<file path="src/rtl/sdm_pkg.sv">
// Shared types and constants for the SDM DAC datapath and its oversampling controller.
package sdm_pkg;

  localparam int SDM_DATA_W = 16;

  typedef enum logic [1:0] {
    IDLE  = 2'd0,
    RUN   = 2'd1,
    FLUSH = 2'd2
  } sdm_osr_state_t;

endpackage

</file>
<file path="src/rtl/sdm_sample_fifo.sv">
// Small synchronous sample FIFO; head is always presented combinationally.
module sdm_sample_fifo
  import sdm_pkg::*;
#(
  parameter int DATA_W     = SDM_DATA_W,
  parameter int FIFO_DEPTH = 4,
  localparam int AW        = $clog2(FIFO_DEPTH),
  localparam int LVL_W     = AW + 1
) (
  input  logic              clk,
  input  logic              rst,
  input  logic              push,
  input  logic [DATA_W-1:0] push_data,
  input  logic              pop,
  output logic [DATA_W-1:0] head,
  output logic              full,
  output logic              empty,
  output logic [LVL_W-1:0]  level
);

  logic [DATA_W-1:0] mem [FIFO_DEPTH];
  logic [AW-1:0]     wr_ptr;
  logic [AW-1:0]     rd_ptr;
  logic [LVL_W-1:0]  count;
  logic              do_push;
  logic              do_pop;

  assign full    = (count == LVL_W'(FIFO_DEPTH));
  assign empty   = (count == '0);
  assign level   = count;
  assign head    = mem[rd_ptr];
  // A push into a full FIFO is accepted only when the same cycle pops.
  assign do_push = push && (!full || pop);
  assign do_pop  = pop && !empty;

  always_ff @(posedge clk or posedge rst) begin
    if (rst) begin
      wr_ptr <= '0;
      rd_ptr <= '0;
      count  <= '0;
    end else begin
      if (do_push) wr_ptr <= wr_ptr + 1'b1;
      if (do_pop)  rd_ptr <= rd_ptr + 1'b1;
      if (do_push && !do_pop)      count <= count + 1'b1;
      else if (!do_push && do_pop) count <= count - 1'b1;
    end
  end

  always_ff @(posedge clk) begin
    if (do_push) mem[wr_ptr] <= push_data;
  end

endmodule

</file>
<file path="src/rtl/sdm_osr_ctrl.sv">
// Oversampling sequencer feeding the SDM DAC: buffers PCM samples and strobes each one osr_cfg+1 times.
// Optional build macro SDM_OSR_UNDERRUN_MUTE_EN: an underrun boundary loads mid-scale (0) instead of repeating.
module sdm_osr_ctrl
  import sdm_pkg::*;
#(
  parameter int DATA_W     = SDM_DATA_W,
  parameter int OSR_W      = 8,
  parameter int DIV_W      = 8,
  parameter int FIFO_DEPTH = 4,
  localparam int LVL_W     = $clog2(FIFO_DEPTH) + 1
) (
  input  logic              clk,
  input  logic              rst,
  input  logic              en,
  input  logic [OSR_W-1:0]  osr_cfg,
  input  logic [DIV_W-1:0]  div_cfg,
  input  logic              s_valid,
  output logic              s_ready,
  input  logic [DATA_W-1:0] s_data,
  output logic              dac_valid,
  output logic [DATA_W-1:0] dac_din,
  output logic              busy,
  output logic              underrun,
  input  logic              clr_underrun,
  output logic [LVL_W-1:0]  fifo_level
);

  sdm_osr_state_t    state;
  logic [OSR_W-1:0]  osr_lat;
  logic [DIV_W-1:0]  div_lat;
  logic [OSR_W-1:0]  osr_cnt;
  logic [DIV_W-1:0]  div_cnt;
  logic [DIV_W-1:0]  div_next;
  logic [DATA_W-1:0] fifo_head;
  logic              fifo_full;
  logic              fifo_empty;
  logic              push;
  logic              pop;
  logic              start;
  logic              run_mode;
  logic              boundary;
  logic              underrun_evt;

  assign s_ready  = !fifo_full;
  assign push     = s_valid && s_ready;
  assign busy     = (state != IDLE);
  // A FLUSH cycle with en back high behaves exactly like RUN, so resuming leaves no gap.
  assign run_mode = (state == RUN) || ((state == FLUSH) && en);
  // dac_valid is kept equal to (div_cnt == div_lat) while active, so it doubles as the strobe decode.
  assign boundary     = dac_valid && (osr_cnt == osr_lat);
  assign start        = (state == IDLE) && en && !fifo_empty;
  assign pop          = start || (run_mode && boundary && !fifo_empty);
  assign underrun_evt = run_mode && boundary && fifo_empty;
  assign div_next     = (div_cnt == div_lat) ? '0 : div_cnt + 1'b1;

  sdm_sample_fifo #(
    .DATA_W     (DATA_W),
    .FIFO_DEPTH (FIFO_DEPTH)
  ) u_fifo (
    .clk       (clk),
    .rst       (rst),
    .push      (push),
    .push_data (s_data),
    .pop       (pop),
    .head      (fifo_head),
    .full      (fifo_full),
    .empty     (fifo_empty),
    .level     (fifo_level)
  );

  always_ff @(posedge clk or posedge rst) begin
    if (rst) begin
      state     <= IDLE;
      osr_lat   <= '0;
      div_lat   <= '0;
      osr_cnt   <= '0;
      div_cnt   <= '0;
      dac_valid <= 1'b0;
      dac_din   <= '0;
      underrun  <= 1'b0;
    end else begin
      if (underrun_evt)      underrun <= 1'b1;
      else if (clr_underrun) underrun <= 1'b0;

      case (state)
        IDLE: begin
          dac_valid <= 1'b0;
          if (start) begin
            osr_lat   <= osr_cfg;
            div_lat   <= div_cfg;
            dac_din   <= fifo_head;
            osr_cnt   <= '0;
            div_cnt   <= '0;
            dac_valid <= (div_cfg == '0);
            state     <= RUN;
          end
        end
        RUN, FLUSH: begin
          div_cnt   <= div_next;
          dac_valid <= (div_next == div_lat);
          if (dac_valid) osr_cnt <= boundary ? '0 : osr_cnt + 1'b1;
          if (run_mode) begin
            state <= en ? RUN : FLUSH;
            if (boundary) begin
              if (!fifo_empty) dac_din <= fifo_head;
`ifdef SDM_OSR_UNDERRUN_MUTE_EN
              else             dac_din <= '0;
`endif
            end
          end else if (boundary) begin
            state     <= IDLE;
            dac_valid <= 1'b0;
            osr_cnt   <= '0;
            div_cnt   <= '0;
          end
        end
        default: state <= IDLE;
      endcase
    end
  end

endmodule

</file>
<file path="config.mk">
export PLATFORM = sky130hd
export DESIGN_NAME = sdm_osr_ctrl
export DESIGN_NICKNAME = d
export VERILOG_FILES = /design/src/rtl/sdm_pkg.sv /design/src/rtl/sdm_sample_fifo.sv /design/src/rtl/sdm_osr_ctrl.sv
export SDC_FILE = /design/constraint.sdc
export NUM_CORES = 1
export LEC_CHECK = 0
export BUFFER_PORTS_ARGS = -buffer_cell sky130_fd_sc_hd__buf_2
export CAP_MARGIN = 20
export CORE_ASPECT_RATIO = 0.8
export CORE_MARGIN = 1
export CORE_UTILIZATION = 59
export DETAILED_ROUTE_END_ITERATION = 7
export PLACE_DENSITY_LB_ADDON = 0.08
export SLEW_MARGIN = 20
export SYNTH_ARGS = -nofsm -noshare
export SYNTH_HDL_FRONTEND = slang
export SYNTH_HIERARCHICAL = 1
export SYNTH_SLANG_ARGS = --single-unit
export TNS_END_PERCENT = 10
</file>
<file path="constraint.sdc">
create_clock -name clk -period 3.6 [get_ports clk]
set_input_delay 0.36 -clock clk [delete_from_list [all_inputs] [get_ports clk]]
set_output_delay 0.36 -clock clk [all_outputs]
set_load 0.03 [all_outputs]
</file>
==> reports/qor.yml, run 1 <==
cap_viol_max_count: 0
finalCritPeriodShare_pct: 86.3
crit_path_start_kind: "register"
synth-async-reset-ratio_pct: 48.0
placed_cells: 581
failed_checks: "design-rule violations"
synth_nets: 464
rsz0062_at_grt: "false"
seq_area_frac_synth_pct: 60.0
yosysWarnings: 6
first_pass_iters: 6
p_int_mw: 3.92
vias: 3508
synth.area.top_cells: "edfxtp_1 34%, dfrtp_1 26%, nand2_1 4.6%"
synth_top_cell_area_share_pct: 34.0
clock.fmax_mhz: 322
whs_ns: 0.138
powerDensity_nw_per_um2: 924
drt_wl_total_mm: 11.2
clock_sinks: 123
row_count: 31
clk_pin_slew_ns: 0.06
leakagePower_nw: 2.81
cts_buffer_depth: 2
yosys.cell_types.count: 50
antenna_found_initial: 0
worst_slack_ns: 0.493
fin_worst_skew_ns: 0.0107
io_buffer_count: 59
n_fill_cell: 617
routedWlPerCell_um: 18.2
pre_cts_ws_ns: 0.647
cts_tree: "built"
htreeDepth: 4
via_per_inst: 5.71
switching_share_pct: 36.1
ioPinCount: 60
die_height_um: 89.6
crit_path_start: "osr_cnt[5]$_DFFE_PP0P_"
relSlewSlack_pct: 28.2
switchingPower_mw: 2.21
drive_above_1_share_pct: 26.5
yosysTopAreaCell: "edfxtp_1"
worst_slew_pin_slew_ns: 1.07
finalNetCount: 535
p_comb_share_pct: 35.8
postCtsSetupRepairBufs: 0
slew_viol_final: 0
hpwl_mm: 7.47
grt_pass1_vias: 3418
crit_path_max_fanout: 7
r2r_start: "osr_cnt[5]$_DFFE_PP0P_"
p_seq_share_pct: 37.4
grt-ovfl-total: 0
hp-class: "in -> reg"
synth_edf_count: 64
start_util_pct: 61.6
place_congestion: 0.870
holdBufCountCts: 1
power.clock.fraction_pct: 26.8
n_antenna_cell: 0
drc_errors: 4
die_area_um2: 9990
hold_viol: 0
final_cells: 614
vdd_drop_max_uv: 533
fin_util_pct: 72.1
clock-root-buffer: "clkbuf_16"
grt_max_degree: 43
grtUsageTotal_pct: 24.2
insertion_delay_ns: 0.41
cp_slowest_cell: "fa_1"
multi_input_area_um2: 2090
drt_iter0_markers: 219
end_kind: "register"
setup_violations: 0
cts_resized: 0
syn_area_um2: 5660
crit_chain: "xnor2_1, nand4_1, nor3_2, nand3_1, nand2_1, inv_1, a21boi_2, ha_1, inv_1, fa_1, xor2_1, nor2_1, xor2_1"
cts_buffers: 17
die_w_um: 112
tns_ns: 0
core_area_um2: 9190
syn_inst: 415
arrival_ns: 3.43
period_minus_slack_ns: 3.11
critPathMaxStageDelay_ns: 0.45
ys.flop_type: "edfxtp_1"
ant_nets: 0
regArea_um2: 3400
grt_pass1_wl_mm: 17.6
syn_area_per_cell_um2: 13.6
path_class: "reg -> reg"
syn_to_final_growth_pct: 17.2
ys_seq_elements: 123
required_ns: 3.92
worstHoldStart: "osr_cfg[4]"
run_status: "finished, violations left"
==> state kept, by name, indices dropped and copies added (netlist names) <==
name	flops
underrun	1
u_fifo/mem	64
u_fifo/rd_ptr	2
div_cnt	8
state	2
osr_lat	8
osr_cnt	8
u_fifo/wr_ptr	2
div_lat	8
dac_din	16
u_fifo/level	3
dac_valid	1
==> layer usage <==
metal | vias up | track usage [%] | routed length [um] | part of all wire [%]
met2 | 98 | 37.0 | 5090 | 46
li1 | 1663 | - | - | -
met4 | 0 | 7.99 | 83 | 0.74
met5 | - | 0 | 0 | 0
met1 | 1738 | 34.2 | 5410 | 48
met3 | 9 | 6.64 | 585 | 5.2
==> power by group through the flow <==
stage	Sequential [mW]	Clock (mW)	Combinational (mW)
floorplan	2.35	0	1.64
global placement	2.28	0	2.14
detailed placement	2.31	0	2.19
CTS	2.29	1.66	2.21
global route	2.34	1.71	2.40
finish	2.29	1.64	2.20
==> kinds of logic (layout without fill, tap and decap cells) <==
group	after synthesis	count (layout)	synth area share, %
AO/OA/AOI/OAI	45	45	5.35
XOR/XNOR	33	33	5.35
adder cells (fa/ha/maj)	12	12	2.79
buffers and inverters	31	115	2.96
flip-flops	123	123	60.0
multiplexers	40	40	12.2
AND/OR/NAND/NOR	131	131	11.3
==> per-stage QoR <==
stage	area, um2	power (mW)
6_report	6630	6.13
3_3_place_gp	6040	4.42
3_5_place_dp	6040	4.50
4_1_cts	6630	6.17
5_1_grt	6630	6.45
2_1_floorplan	5660	4.00
==> path summary, 6_finish.rpt <==
| kind | cells past startpoint | slack [ns] | end |
|---|---|---|---|
| worst max-delay path | 13 | 0.49 | u_fifo/level[2]$_DFFE_PP0P_ |
| worst min-delay path | 3 | 0.14 | osr_lat[4]$_DFFE_PP0P_ |
| worst max register to register | 13 | 0.49 | u_fifo/level[2]$_DFFE_PP0P_ |
| worst min register to register | 2 | 0.50 | osr_lat[5]$_DFFE_PP0P_ |
| max in group asynchronous | 4 | 2.16 | osr_cnt[1]$_DFFE_PP0P_ |
| min in group asynchronous | 3 | 0.46 | u_fifo/wr_ptr[0]$_DFFE_PP0P_ |
==> cell usage after synthesis, types with 2 or more instances <==
cell type	count
dfrtp_1	59
o31ai_1	5
nand4_1	5
a211oi_1	3
ha_1	11
mux2_2	9
edfxtp_1	64
a21oi_1	9
nor3_1	3
nand2_1	69
or3_1	2
xnor2_1	18
nor2b_1	2
buf_12	2
and4_1	4
buf_6	2
mux4_1	8
o21ai_0	12
mux2_4	10
inv_1	16
nand3_1	16
mux2i_1	5
xor2_1	14
and2_1	4
and3_1	2
a221o_1	3
a21o_1	4
buf_2	3
nor2_1	9
mux4_2	8
nand2b_1	3
clkbuf_1	8
nor4_1	4
a22o_1	3
==> layout make-up <==
| cell class | instances | area share (%) |
|---|---|---|
| sequential | 123 | 51.3 |
| tap | 115 | 2.17 |
| clock inverter | 15 | 2.26 |
| timing repair buffer | 67 | 5.40 |
| multi-input combinational | 261 | 31.6 |
| inverter | 16 | 0.906 |
| clock buffer | 17 | 6.42 |
==> layout by cell type (no fill, tap or decap), types with 2 or more instances in the layout <==
cell type   synthesis  final
a21o_1              4      4
a211oi_1            3      3
clkinv_1            0      2
clkbuf_16           0     17
dfrtp_1            59     58
mux2_2              9      9
buf_4               0      7
a22o_1              3      3
xor2_1             14     14
bufinv_16           0      2
o31ai_1             5      5
o21ai_0            12     11
and4_1              4      4
a21oi_1             9      9
and2_1              4      4
edfxtp_1           64     64
mux4_2              8      8
mux2_4             10     10
buf_2               3     59
nand4_1             5      5
nand2b_1            3      3
ha_1               11     11
inv_1              16     15
mux4_1              8      8
clkinv_4            0      3
clkinv_2            0      2
xnor2_1            18     18
nand3_1            16     16
clkinvlp_4          0      5
nor2_1              9      9
nor3_1              3      3
a221o_1             3      3
and3_1              2      2
nor2b_1             2      2
nand2_1            69     69
or3_1               2      2
nor4_1              4      4
mux2i_1             5      5
==> critical path, delay by kind of cell (launching register included) <==
family / cells / cell delay [ns]
compound gates: 1 / 0.27
flops: 1 / 0.44
simple gates: 5 / 0.87
buf+inv: 2 / 0.14
xor+xnor: 3 / 0.59
fa+ha+maj: 2 / 0.70
(Power assumes the default switching activity.)
==> run 2: changes to the inputs <==
--- a/config.mk
+++ b/config.mk
@@ -9,7 +9,7 @@
 export CAP_MARGIN = 20
 export CORE_ASPECT_RATIO = 0.8
 export CORE_MARGIN = 1
-export CORE_UTILIZATION = 59
+export CORE_UTILIZATION = 45
 export DETAILED_ROUTE_END_ITERATION = 7
 export PLACE_DENSITY_LB_ADDON = 0.08
 export SLEW_MARGIN = 20
==> run 2 against run 1 <==
  * The run now ends clean
  * Via count down 0.91%
  * Die area grew 30%
  * Non-clock buffer count grew 2
  * Design area grew 2.1%
  * Count of clock-buffer cells in the layout rose by 1
  * Flip-flop and latch count is the same
  * Sequential power down 2%
  * Total power up 2.7%
  * Critical path depth unchanged
  * Sequential share of layout area is 1.1 points lower
  * Critical endpoint unchanged
==> reports/qor.yml, run 2 (synthesis results as in run 1) <==
syn_to_final_growth_pct: 19.6
setup_violations: 0
drt_wl_total_mm: 11.3
period_minus_slack_ns: 3.03
htreeDepth: 4
end_kind: "register"
crit_path_start_kind: "register"
tns_ns: 0
cts_buffers: 17
cts_tree: "built"
postCtsSetupRepairBufs: 0
row_count: 36
antenna_found_initial: 0
arrival_ns: 3.35
insertion_delay_ns: 0.41
fin_worst_skew_ns: 0.0130
routedWlPerCell_um: 16.8
largest-register: "u_fifo/mem"
vias: 3476
core_area_um2: 12200
io_buffer_count: 59
worst_slew_pin_slew_ns: 1.04
start_util_pct: 46.4
hpwl_mm: 7.62
grt-ovfl-total: 0
hp-class: "in -> reg"
path_class: "reg -> reg"
cts_buffer_depth: 2
vdd_drop_max_uv: 430
finalNetCount: 537
n_antenna_cell: 0
place_congestion: 0.839
slew_viol_final: 0
worst_slack_ns: 0.574
drt_iter0_markers: 286
required_ns: 3.93
top_regs: "u_fifo/mem (64), dac_din (16)"
die_area_um2: 13000
clock-root-buffer: "clkbuf_16"
die_height_um: 102
fin_util_pct: 55.5
clock.fmax_mhz: 330
relSlewSlack_pct: 30.5
ant_nets: 0
drive_above_1_share_pct: 26.8
final_common_cell: "nand2_1"
rsz0062_at_grt: "false"
crit_path_max_fanout: 7
first_pass_iters: 5
grt_pass1_vias: 3397
grtUsageTotal_pct: 19.0
die_w_um: 127
grt_max_degree: 31
via_per_inst: 5.18
largest_reg_flops: 64
ioPinCount: 60
clock_sinks: 123
drc_errors: 0
pre_cts_ws_ns: 0.615
hold_viol: 0
clk_pin_slew_ns: 0.06
finalCritPeriodShare_pct: 84.1
cap_viol_max_count: 0
powerDensity_nw_per_um2: 930
grt_pass1_wl_mm: 18.3
leakagePower_nw: 2.85
mostFrequentLayoutCells: "69 x nand2_1, 64 x edfxtp_1, 59 x dfrtp_1, 59 x buf_2, 18 x xnor2_1"
run_status: "finished, final reports clean"
## run 2: cell types whose count changed in the layout (fill, tap and decap cells not counted), sizes merged
cell,change
clkinv,-4
bufinv,+2
clkinvlp,-1
inv,+1
clkbuf,+1
buf,+2
## run 2: through the flow
stage	power, mW	hold WS (ns)	instance area, um2	cells
5_1_grt	6.70	0.138	6770	671
3_5_place_dp	4.54	0.346	6130	639
3_3_place_gp	4.50	0.341	6130	639
6_report	6.30	0.145	6770	671
4_1_cts	6.37	0.129	6770	671
2_1_floorplan	4.00	0.163	5660	415
## run 2: layout make-up
cell class | count | area [um2]
timing repair buffer | 69 | 373
sequential | 123 | 3400
clock inverter | 13 | 190
clock buffer | 18 | 439
tap | 171 | 214
inverter | 16 | 60.1
fill | 1047 | 5440
multi-input combinational | 261 | 2090
## run 2: final timing paths
check                                             from  cells past startpoint  slack, ns                           to
worst max-delay path            osr_cnt[0]$_DFFE_PP0P_                     13       0.57  u_fifo/level[2]$_DFFE_PP0P_
worst min-delay path                        osr_cfg[7]                      3       0.15       osr_lat[7]$_DFFE_PP0P_
worst max register to register  osr_cnt[0]$_DFFE_PP0P_                     13       0.57  u_fifo/level[2]$_DFFE_PP0P_
worst min register to register  osr_lat[7]$_DFFE_PP0P_                      2       0.49       osr_lat[7]$_DFFE_PP0P_
max in group asynchronous                          rst                      4       2.19         state[0]$_DFFE_PP0P_
min in group asynchronous                          rst                      3       0.46  u_fifo/level[0]$_DFFE_PP0P_
## run 2: what timing repair did
action,4_1_cts,5_1_grt
resized for setup,0,0
hold endpoints to repair,7,0
hold buffers,1,0
## run 2: report_power, final
group          switching (mW)  internal [mW]
clock                   0.627           1.18
sequential              0.329           1.92
combinational            1.24           1.00
total                    2.20           4.10
## run 2: critical path, cell delays in order, from the launching register on
cell      delay [ns]
dfrtp_1         0.43
xnor2_1         0.30
nand4_1         0.21
nor3_2          0.27
nand3_1         0.13
nand2_1         0.11
inv_1           0.06
a21boi_2        0.30
ha_1            0.25
inv_1           0.07
fa_1            0.43
xor2_1          0.15
nor2_1          0.11
xor2_1          0.14
## run 2: metal layers
metal	vias up	part of all wire (%)	track usage, %
met3	11	5.4	6.13
met4	0	0.90	4.76
met1	1724	50	27.1
li1	1662	-	-
met5	-	0	0
met2	79	44	28.1
==> run 3: changes to the inputs <==
==> constraint.sdc (replaced) <==
create_clock -name clk -period 3.1 [get_ports clk]
set_input_delay 0.31 -clock clk [delete_from_list [all_inputs] [get_ports clk]]
set_output_delay 0.31 -clock clk [all_outputs]
set_load 0.03 [all_outputs]
==> run 3 against run 2 <==
  * Largest power group unchanged
  * Sequential power is 17% higher
  * Sequential share of layout area is 0.065 points lower
  * Global-route usage is 0.36 points higher
  * Routed wire length is 2.9% higher
  * Total power is 16% higher
  * Register-to-register slack worse by 0.19 ns
==> reports/qor.yml, run 3 (synthesis results as in run 1) <==
pre_cts_ws_ns: 0.408
cts_buffers: 17
p_int_mw: 4.70
design_area_um2: 6780
cts_buffer_depth: 2
worst_slack_ns: 0.380
row_count: 36
n_antenna_cell: 0
end_kind: "register"
r2r_start: "osr_cnt[0]$_DFFE_PP0P_"
routedWlPerCell_um: 17.2
fin_worst_skew_ns: 0.00943
worst_slew_pin_slew_ns: 1.02
switchingPower_mw: 2.58
crit_chain: "xnor2_1, nand4_1, nor3_2, nand3_1, nand2_1, inv_1, a21boi_2, ha_1, inv_1, fa_1, xor2_1, nor2_1, xor2_1"
final_common_cell: "nand2_1"
cp_slowest_cell: "dfrtp_1"
via_per_inst: 5.20
run_status: "finished, final reports clean"
setup_violations: 0
leakagePower_nw: 2.86
grt_max_degree: 27
ioPinCount: 60
period_minus_slack_ns: 2.72
insertion_delay_ns: 0.40
syn_to_final_growth_pct: 19.7
drive_above_1_share_pct: 27.1
finalCritPeriodShare_pct: 87.7
drt_wl_total_mm: 11.6
switching_share_pct: 35.4
vias: 3514
clk_pin_slew_ns: 0.06
drc_errors: 0
crit_path_max_fanout: 5
clock.fmax_mhz: 368
placed_area_um2: 6160
arrival_ns: 3.04
die_height_um: 102
rsz0062_at_grt: "false"
reg2regPathDepth: 13
cts_tree: "built"
die_w_um: 127
core_area_um2: 12200
hp-class: "in -> reg"
hpwl_mm: 7.92
cpLargestDelayFamily: "simple AND/OR/NAND/NOR gates"
path_class: "reg -> reg"
grt_pass1_wl_mm: 18.7
postCtsSetupRepairBufs: 0
htreeDepth: 4
r2r_setup_slack_ns: 0.38
largest_reg_flops: 64
worst-path-buf-inv: 2
power_mw: 7.28
hold_viol: 0
first_pass_iters: 4
p_comb_share_pct: 36.1
grt-ovfl-total: 0
required_ns: 3.42
clock_sinks: 123
largest-register: "u_fifo/mem"
grtUsageTotal_pct: 19.3
die_area_um2: 13000
ant_nets: 0
cap_viol_max_count: 0
reg2reg_to: "u_fifo/level[2]$_DFFE_PP0P_"
holdPathStages: 3
power.clock.fraction_pct: 27.9
worstHoldStart: "osr_cfg[1]"
antenna_found_initial: 0
top_regs: "u_fifo/mem (64), dac_din (16)"
fin_util_pct: 55.5
p_seq_share_pct: 35.9
critPathMaxStageDelay_ns: 0.43
grt_pass1_vias: 3575
place_congestion: 0.854
powerDensity_nw_per_um2: 1070
tns_ns: 0
relSlewSlack_pct: 32.1
io_buffer_count: 59
crit_path_start_kind: "register"
holdBufCountCts: 1
slew_viol_final: 0
hold_path_end: "osr_lat[1]$_DFFE_PP0P_"
mostFrequentLayoutCells: "69 x nand2_1, 64 x edfxtp_1, 59 x dfrtp_1, 59 x buf_2, 18 x xnor2_1"
start_util_pct: 46.4
drt_iter0_markers: 221
vdd_drop_max_uv: 538
clock-root-buffer: "clkbuf_16"
finalNetCount: 541
cts_resized: 0
## run 3: cell count changes in the layout (fill, tap and decap cells not counted), sizes merged
cell | previous run | this run
clkinvlp | 4 | 3
clkbuf | 18 | 19
bufinv | 4 | 3
inv | 18 | 20
buf | 68 | 72
## run 3: power by group through the flow
| stage | Clock, mW | Sequential, mW | Combinational [mW] |
|---|---|---|---|
| 4_1_cts | 2.08 | 2.63 | 2.66 |
| 5_1_grt | 2.14 | 2.69 | 2.88 |
| 6_report | 2.03 | 2.62 | 2.63 |
| 3_5_place_dp | 0 | 2.65 | 2.65 |
| 2_1_floorplan | 0 | 2.73 | 1.91 |
| 3_3_place_gp | 0 | 2.63 | 2.60 |
## run 3: layout make-up
class,instances,area [um2]
tap,171,214
sequential,123,3400
clock buffer,19,443
clock inverter,13,165
fill,1041,5430
timing repair buffer,73,403
multi-input combinational,261,2090
inverter,16,60.1
## run 3: routing by layer
| layer | track usage (%) | vias to the layer above | wire length [um] |
|---|---|---|---|
| met5 | 0 | - | 0 |
| met4 | 7.05 | 0 | 39 |
| met3 | 3.51 | 5 | 507 |
| met2 | 29.5 | 79 | 5280 |
| met1 | 27.9 | 1754 | 5790 |
| li1 | - | 1676 | - |
## run 3: worst register-to-register path: stages, from the launching register on
cell      delay, ns
dfrtp_1        0.43
xnor2_1        0.23
nand4_1        0.19
nor3_2         0.24
nand3_1        0.12
nand2_1        0.11
inv_1          0.06
a21boi_2       0.15
ha_1           0.20
inv_1          0.07
fa_1           0.43
xor2_1         0.15
nor2_1         0.11
xor2_1         0.15
## run 3: how the worst max path moves through the flow
stage / start / cells after the start / end / slack [ns]
after floorplan: u_fifo/level[0]$_DFFE_PP0P_ / 13 / u_fifo/level[2]$_DFFE_PP0P_ / 0.28
after detailed placement: osr_cnt[5]$_DFFE_PP0P_ / 13 / u_fifo/level[2]$_DFFE_PP0P_ / 0.41
after global routing: osr_cnt[4]$_DFFE_PP0P_ / 13 / u_fifo/level[2]$_DFFE_PP0P_ / 0.10
final: osr_cnt[0]$_DFFE_PP0P_ / 13 / u_fifo/level[2]$_DFFE_PP0P_ / 0.38
after CTS: osr_cnt[4]$_DFFE_PP0P_ / 13 / u_fifo/level[2]$_DFFE_PP0P_ / 0.38
after global placement: osr_cnt[0]$_DFFE_PP0P_ / 13 / u_fifo/level[2]$_DFFE_PP0P_ / 0.45
## run 3: stage by stage
step | cells | hold WS (ns)
2_1_floorplan | 415 | 0.113
3_3_place_gp | 643 | 0.288
3_5_place_dp | 643 | 0.300
4_1_cts | 676 | 0.0845
5_1_grt | 676 | 0.103
6_report | 676 | 0.0973
